**config.mk**
```make
export PLATFORM = sky130hd
export DESIGN_NAME = alu_pipe
export DESIGN_NICKNAME = d
export VERILOG_FILES = /design/src/rtl/alu_pipe.sv
export SDC_FILE = /design/constraint.sdc
export NUM_CORES = 1
export LEC_CHECK = 0
export ABC_AREA = 1
export CAP_MARGIN = 30
export CORE_MARGIN = 2
export CORE_UTILIZATION = 56
export DETAILED_ROUTE_END_ITERATION = 7
export PLACE_DENSITY = 0.86
export SYNTH_ARGS = -nofsm -noshare
export SYNTH_HDL_FRONTEND = slang
export SYNTH_SLANG_ARGS = --single-unit
```
**constraint.sdc**
```tcl
create_clock -name clk -period 3.35 [get_ports clk]
set_input_delay 0.67 -clock clk [delete_from_list [all_inputs] [get_ports clk]]
set_output_delay 0.67 -clock clk [all_outputs]
set_load 0.005 [all_outputs]
```
**src/rtl/alu_pipe.sv**
```systemverilog
// Execute-stage ALU with valid/ready handshake and an iterative unsigned multiplier.
// Latency: 1 cycle for single-cycle ops; MUL gives out_valid WIDTH+1 cycles after accept.
// Backpressure: in_ready is low while a MUL iterates; a request seen then is ignored, not queued.
module alu_pipe #(
    parameter int WIDTH   = 16,
    parameter int SHAMT_W = $clog2(WIDTH)
) (
    input  logic             clk,
    input  logic             reset,
    input  logic             in_valid,
    output logic             in_ready,
    input  logic [4:0]       alu_control,
    input  logic [WIDTH-1:0] src,
    input  logic [WIDTH-1:0] dst,
    input  logic             flags_load,
    input  logic [3:0]       flags_in,
    output logic [WIDTH-1:0] result,
    output logic             out_valid,
    output logic [3:0]       flags
);

    localparam int CNT_W = $clog2(WIDTH + 1);

    localparam logic [4:0] OP_SETC = 5'd1;
    localparam logic [4:0] OP_CLRC = 5'd2;
    localparam logic [4:0] OP_NOT  = 5'd3;
    localparam logic [4:0] OP_INC  = 5'd4;
    localparam logic [4:0] OP_DEC  = 5'd5;
    localparam logic [4:0] OP_MOV  = 5'd8;
    localparam logic [4:0] OP_ADD  = 5'd9;
    localparam logic [4:0] OP_SUB  = 5'd10;
    localparam logic [4:0] OP_AND  = 5'd11;
    localparam logic [4:0] OP_OR   = 5'd12;
    localparam logic [4:0] OP_SHL  = 5'd13;
    localparam logic [4:0] OP_SHR  = 5'd14;
    localparam logic [4:0] OP_PUSH = 5'd15;
    localparam logic [4:0] OP_POP  = 5'd16;
    localparam logic [4:0] OP_LDM  = 5'd17;
    localparam logic [4:0] OP_ADC  = 5'd27;
    localparam logic [4:0] OP_MUL  = 5'd28;

    typedef enum logic {S_IDLE, S_MUL} state_t;

    state_t               r_state;
    logic [WIDTH-1:0]     r_result;
    logic [3:0]           r_flags;
    logic                 r_out_valid;
    logic                 r_in_ready;
    logic [2*WIDTH-1:0]   r_acc;     // upper half: partial product, lower half: remaining multiplier bits
    logic [WIDTH-1:0]     r_mcand;
    logic [CNT_W-1:0]     r_cnt;

    logic [WIDTH-1:0]     w_res;
    logic [3:0]           w_flg;
    logic                 w_zn;
    logic                 w_start_mul;
    logic [WIDTH:0]       w_sum;
    logic [WIDTH:0]       w_shl;
    logic [WIDTH:0]       w_shr;
    logic [SHAMT_W-1:0]   w_amt;
    logic [WIDTH:0]       w_mul_add;
    logic [2*WIDTH-1:0]   w_acc_next;
    logic [WIDTH-1:0]     w_prod_lo;
    logic                 w_prod_hi_nz;

    assign result    = r_result;
    assign flags     = r_flags;
    assign out_valid = r_out_valid;
    assign in_ready  = r_in_ready;

    // Single-cycle op datapath: next result/flags for the op presented this cycle
    always_comb begin
        w_res       = r_result;
        w_flg       = r_flags;
        w_zn        = 1'b0;
        w_start_mul = 1'b0;
        w_amt       = dst[SHAMT_W-1:0];
        w_sum       = '0;
        w_shl       = {1'b0, src} << w_amt;
        w_shr       = {src, 1'b0} >> w_amt;
        case (alu_control)
            OP_SETC: w_flg[0] = 1'b1;
            OP_CLRC: w_flg[0] = 1'b0;
            OP_NOT: begin
                w_res = ~dst;
                w_zn  = 1'b1;
            end
            OP_INC: begin
                w_res = dst + {{(WIDTH-1){1'b0}}, 1'b1};
                w_zn  = 1'b1;
            end
            OP_DEC: begin
                w_res = dst - {{(WIDTH-1){1'b0}}, 1'b1};
                w_zn  = 1'b1;
            end
            OP_MOV, OP_PUSH, OP_POP, OP_LDM: w_res = src;
            OP_ADD, OP_ADC: begin
                w_sum    = {1'b0, src} + {1'b0, dst}
                         + {{WIDTH{1'b0}}, (alu_control == OP_ADC) & r_flags[0]};
                w_res    = w_sum[WIDTH-1:0];
                w_flg[0] = w_sum[WIDTH];
                w_flg[3] = (src[WIDTH-1] == dst[WIDTH-1]) && (w_sum[WIDTH-1] != src[WIDTH-1]);
                w_zn     = 1'b1;
            end
            OP_SUB: begin
                w_res    = src - dst;
                w_flg[0] = (src < dst);
                w_flg[3] = (src[WIDTH-1] != dst[WIDTH-1]) && (w_res[WIDTH-1] == dst[WIDTH-1]);
                w_zn     = 1'b1;
            end
            OP_AND: begin
                w_res = src & dst;
                w_zn  = 1'b1;
            end
            OP_OR: begin
                w_res = src | dst;
                w_zn  = 1'b1;
            end
            OP_SHL: begin
                w_res = w_shl[WIDTH-1:0];
                if (w_amt != '0) w_flg[0] = w_shl[WIDTH];
            end
            OP_SHR: begin
                w_res = w_shr[WIDTH:1];
                if (w_amt != '0) w_flg[0] = w_shr[0];
            end
            OP_MUL: w_start_mul = 1'b1;
            default: ; // NOP, OUT, IN, LDD, STD, branch/call/return codes, unused codes
        endcase
        if (w_zn) begin
            w_flg[1] = (w_res == '0);
            w_flg[2] = w_res[WIDTH-1];
        end
    end

    // One shift-add step of the multiplier and the product it yields after the last step
    always_comb begin
        w_mul_add    = {1'b0, r_acc[2*WIDTH-1:WIDTH]} + (r_acc[0] ? {1'b0, r_mcand} : '0);
        w_acc_next   = {w_mul_add, r_acc[WIDTH-1:1]};
        w_prod_lo    = w_acc_next[WIDTH-1:0];
        w_prod_hi_nz = |w_acc_next[2*WIDTH-1:WIDTH];
    end

    // Control FSM with registered result, flags and handshake outputs
    always_ff @(posedge clk) begin
        if (reset) begin
            r_state     <= S_IDLE;
            r_result    <= '0;
            r_flags     <= '0;
            r_out_valid <= 1'b0;
            r_in_ready  <= 1'b1;
            r_acc       <= '0;
            r_mcand     <= '0;
            r_cnt       <= '0;
        end else begin
            r_out_valid <= 1'b0;
            case (r_state)
                S_IDLE: begin
                    if (in_valid) begin
                        if (w_start_mul) begin
                            r_state    <= S_MUL;
                            r_in_ready <= 1'b0;
                            r_acc      <= {{WIDTH{1'b0}}, dst};
                            r_mcand    <= src;
                            r_cnt      <= CNT_W'(WIDTH);
                        end else begin
                            r_result    <= w_res;
                            r_flags     <= w_flg;
                            r_out_valid <= 1'b1;
                        end
                    end
                end
                S_MUL: begin
                    r_acc <= w_acc_next;
                    r_cnt <= r_cnt - CNT_W'(1);
                    if (r_cnt == CNT_W'(1)) begin
                        r_state     <= S_IDLE;
                        r_in_ready  <= 1'b1;
                        r_out_valid <= 1'b1;
                        r_result    <= w_prod_lo;
                        r_flags     <= {w_prod_hi_nz, w_prod_lo[WIDTH-1],
                                        (w_prod_lo == '0), w_prod_hi_nz};
                    end
                end
                default: r_state <= S_IDLE;
            endcase
            // Flag restore overrides any flag update from an op completing at the same edge
            if (flags_load) r_flags <= flags_in;
        end
    end

endmodule
```
==> flow_summary.json <==
{
  "run_status": "completed",
  "first_pass_iters": 6,
  "fmax_mhz": 302.6,
  "async_flop_share_pct": 0,
  "worstSetupStartpointType": "input port",
  "worstPathArrival_ns": 3.58,
  "synth_largest_area_cell": "nand2_1",
  "critPathLaunch": "alu_control[2]",
  "synth_edf_count": 0,
  "syn-num-nets": 1861,
  "setup_violations": 0,
  "ys_top_cells_by_area": "nand2_1, dfxtp_1, nand3_1",
  "r2r-start": "r_acc[0]$_SDFFE_PP0P_",
  "post-route-util_pct": 78.57,
  "slew_headroom_pct": 60.76,
  "end_kind": "register",
  "criticalPathCategory": "input port to register",
  "p_sw_share_pct": 37.82,
  "ctsHoldBuffers": 0,
  "drive_gt1_share_pct": 20.46,
  "final_cell_mix": "nand2_1, buf_4, inv_1, nand3_1, nor2_1",
  "use_met1_pct": 58.80,
  "maxSlewViolCount": 0,
  "grt_util_met2_pct": 71.40,
  "worstHoldPathType": "register to register",
  "fp.dieH_um": 135.1,
  "die_w_um": 135.1,
  "ctsRootBufferMaster": "clkbuf_16",
  "clkPwrFrac_pct": 28.5,
  "required_ns": 3.63,
  "postRouteAntennaNets": 0,
  "yosys_warnings": 0,
  "nNetsFinal": 2140,
  "io_pins": 67,
  "grt_pass1_vias": 12150,
  "via_per_inst": 6.056,
  "portBuffers": 66,
  "irDropWorstVdd_mv": 0.2741,
  "r2r_slack_ns": 0.24,
  "initial_core_util_pct": 57.65,
  "synth_cell_type_count": 48,
  "grt_overflow": 0,
  "met3_usage_pct": 9.722,
  "layout_commonest_cell": "nand2_1",
  "clock_path_buffers": 2,
  "cts.htree.levels": 3,
  "fin_tns_setup_ns": 0,
  "synth_top_area_share_pct": 21.21,
  "grt_max_degree": 41,
  "fillCellCount": 1330,
  "final_area_um2": 13120,
  "vias": 13530,
  "pwr-share-comb_pct": 43.9,
  "timing.rr.end": "flags[3]$_SDFFE_PP0P_",
  "grt_pass1_wl_um": 64240,
  "grt_usage_pct": 45.58,
  "worst_hold_slack_ns": 0.4683,
  "worstPathMaxFanout": 5,
  "drt_iter0_drc": 1812,
  "critPathMostFrequentCell": "nand2_1",
  "final_hold_viol_count": 0,
  "slowest_delay_ns": 0.23,
  "max-cap-violations": 0,
  "wl_um": 43720,
  "n_antenna_cell": 0,
  "antenna_found_initial": 0,
  "cts.sinks": 76,
  "hpwl_um": 33720,
  "finalPower_mw": 3.493,
  "seqPwrFrac_pct": 27.6,
  "grt-busiest-layer": "met2",
  "setup.worst_path.end": "flags[1]$_SDFFE_PP0P_",
  "finClkSkew_ns": 0.008441,
  "wl_per_cell_um": 19.57,
  "period_needed_ns": 3.304,
  "period_share_pct": 98.64,
  "drc_errors": 0,
  "intPower_mw": 2.172,
  "avgSynthCellArea_um2": 5.565,
  "power_density_nw_per_um2": 266.2,
  "cts_tree": "done",
  "ys_seq_area_share_pct": 15.80,
  "placed_area_um2": 12230,
  "area_growth_pct": 36.28,
  "worst_path_max_delay_cell": "nor3_1",
  "worst_slew_pin_slew_ns": 0.5864,
  "clk_latency_ns": 0.35,
  "synth_area_um2": 9628,
  "synthCells": 1730,
  "core_region_area_um2": 16700,
  "switching_power_mw": 1.321,
  "cts_made_buffers": 9,
  "gp_congestion": 1.130,
  "synth-main-ff-cell": "dfxtp_1",
  "ys_ff_latch": 76,
  "reg2regPathDepth": 15,
  "dieArea_um2": 18260,
  "path_clk_slew_ns": 0.06,
  "num_rows": 47,
  "p_leak_nw": 6.879
}
==> worst min-delay path by stage <==
stage / slack [ns] / start / cells after the start / end
floorplan: 0.45 / r_acc[16]$_SDFFE_PP0P_ / 2 / r_acc[16]$_SDFFE_PP0P_
global placement: 0.44 / in_ready$_SDFFE_PP1P_ / 2 / in_ready$_SDFFE_PP1P_
detailed placement: 0.46 / in_ready$_SDFFE_PP1P_ / 2 / in_ready$_SDFFE_PP1P_
CTS: 0.47 / r_acc[26]$_SDFFE_PP0P_ / 2 / r_acc[26]$_SDFFE_PP0P_
global route: 0.49 / r_acc[22]$_SDFFE_PP0P_ / 2 / r_acc[22]$_SDFFE_PP0P_
finish: 0.47 / in_ready$_SDFFE_PP1P_ / 2 / in_ready$_SDFFE_PP1P_
==> cells in the mapped netlist, types with 11 or more instances <==
library cell	count
nor3_1	15
or2_2	12
o21ai_0	68
nor2_1	154
dfxtp_1	76
clkbuf_1	36
a21oi_1	107
nand3_1	218
nand4_1	25
nand3b_1	12
nand2_1	544
a31oi_1	33
xor2_1	11
inv_1	223
buf_2	26
ha_1	81
==> final cells by class <==
type | count | area, µm² | share of cell area [%]
clock inverter | 7 | 76.32 | 0.5817
tap | 220 | 275.3 | 2.098
inverter | 230 | 863.3 | 6.580
timing repair buffer | 334 | 2788 | 21.25
clock buffer | 9 | 225.2 | 1.716
sequential | 76 | 1523 | 11.60
multi-input combinational | 1358 | 7371 | 56.17
==> timing repair <==
item,CTS,global route
gates resized for setup,24,101
setup buffers,7,11
pin swaps,15,30
endpoints found under the hold margin,0,0
setup endpoints to repair,8,7
cloned,0,1
==> cell families after synthesis <==
group,count (synthesis),share of synthesized area (%)
compound gates,240,13.75
flops,76,15.80
fa+ha+maj,86,11.57
simple gates,1016,45.35
buf+inv,296,12.07
xor+xnor,16,1.455
==> worst max-delay path, delay by kind of cell <==
family          cells  cell delay (ns)
compound gates      2             0.28
fa+ha+maj           1             0.15
buf+inv             7             0.80
simple gates       15             1.68
==> metrics by stage <==
| step | std cells | worst slack (ns) |
|---|---|---|
| 2_1_floorplan | 1730 | 0.1628 |
| 4_1_cts | 2223 | 0.01016 |
| 3_3_place_gp | 2200 | -0.6249 |
| 6_report | 2234 | 0.04553 |
| 3_5_place_dp | 2200 | -0.7125 |
| 5_1_grt | 2234 | -0.09409 |
==> flip-flops by register name, indices dropped and copies added (netlist names) <==
name / flops
r_acc: 32
r_mcand: 16
result: 16
r_cnt: 5
flags: 4
in_ready: 1
out_valid: 1
r_state: 1
==> metal layers <==
| layer | vias up | wire length [µm] |
|---|---|---|
| met3 | 276 | 5946 |
| li1 | 6170 | - |
| met1 | 5979 | 16000 |
| met4 | 0 | 3324 |
| met2 | 1105 | 18450 |
| met5 | - | 0 |
==> power groups by stage <==
stage	combinational [mW]	clock [mW]	sequential, mW
2_1_floorplan	0.674	0	0.969
3_3_place_gp	1.34	0	0.980
3_5_place_dp	1.35	0	0.980
4_1_cts	1.38	0.990	0.961
5_1_grt	1.63	1.03	0.964
6_report	1.53	0.995	0.965
Note: power is estimated with default switching activity, not from simulation.
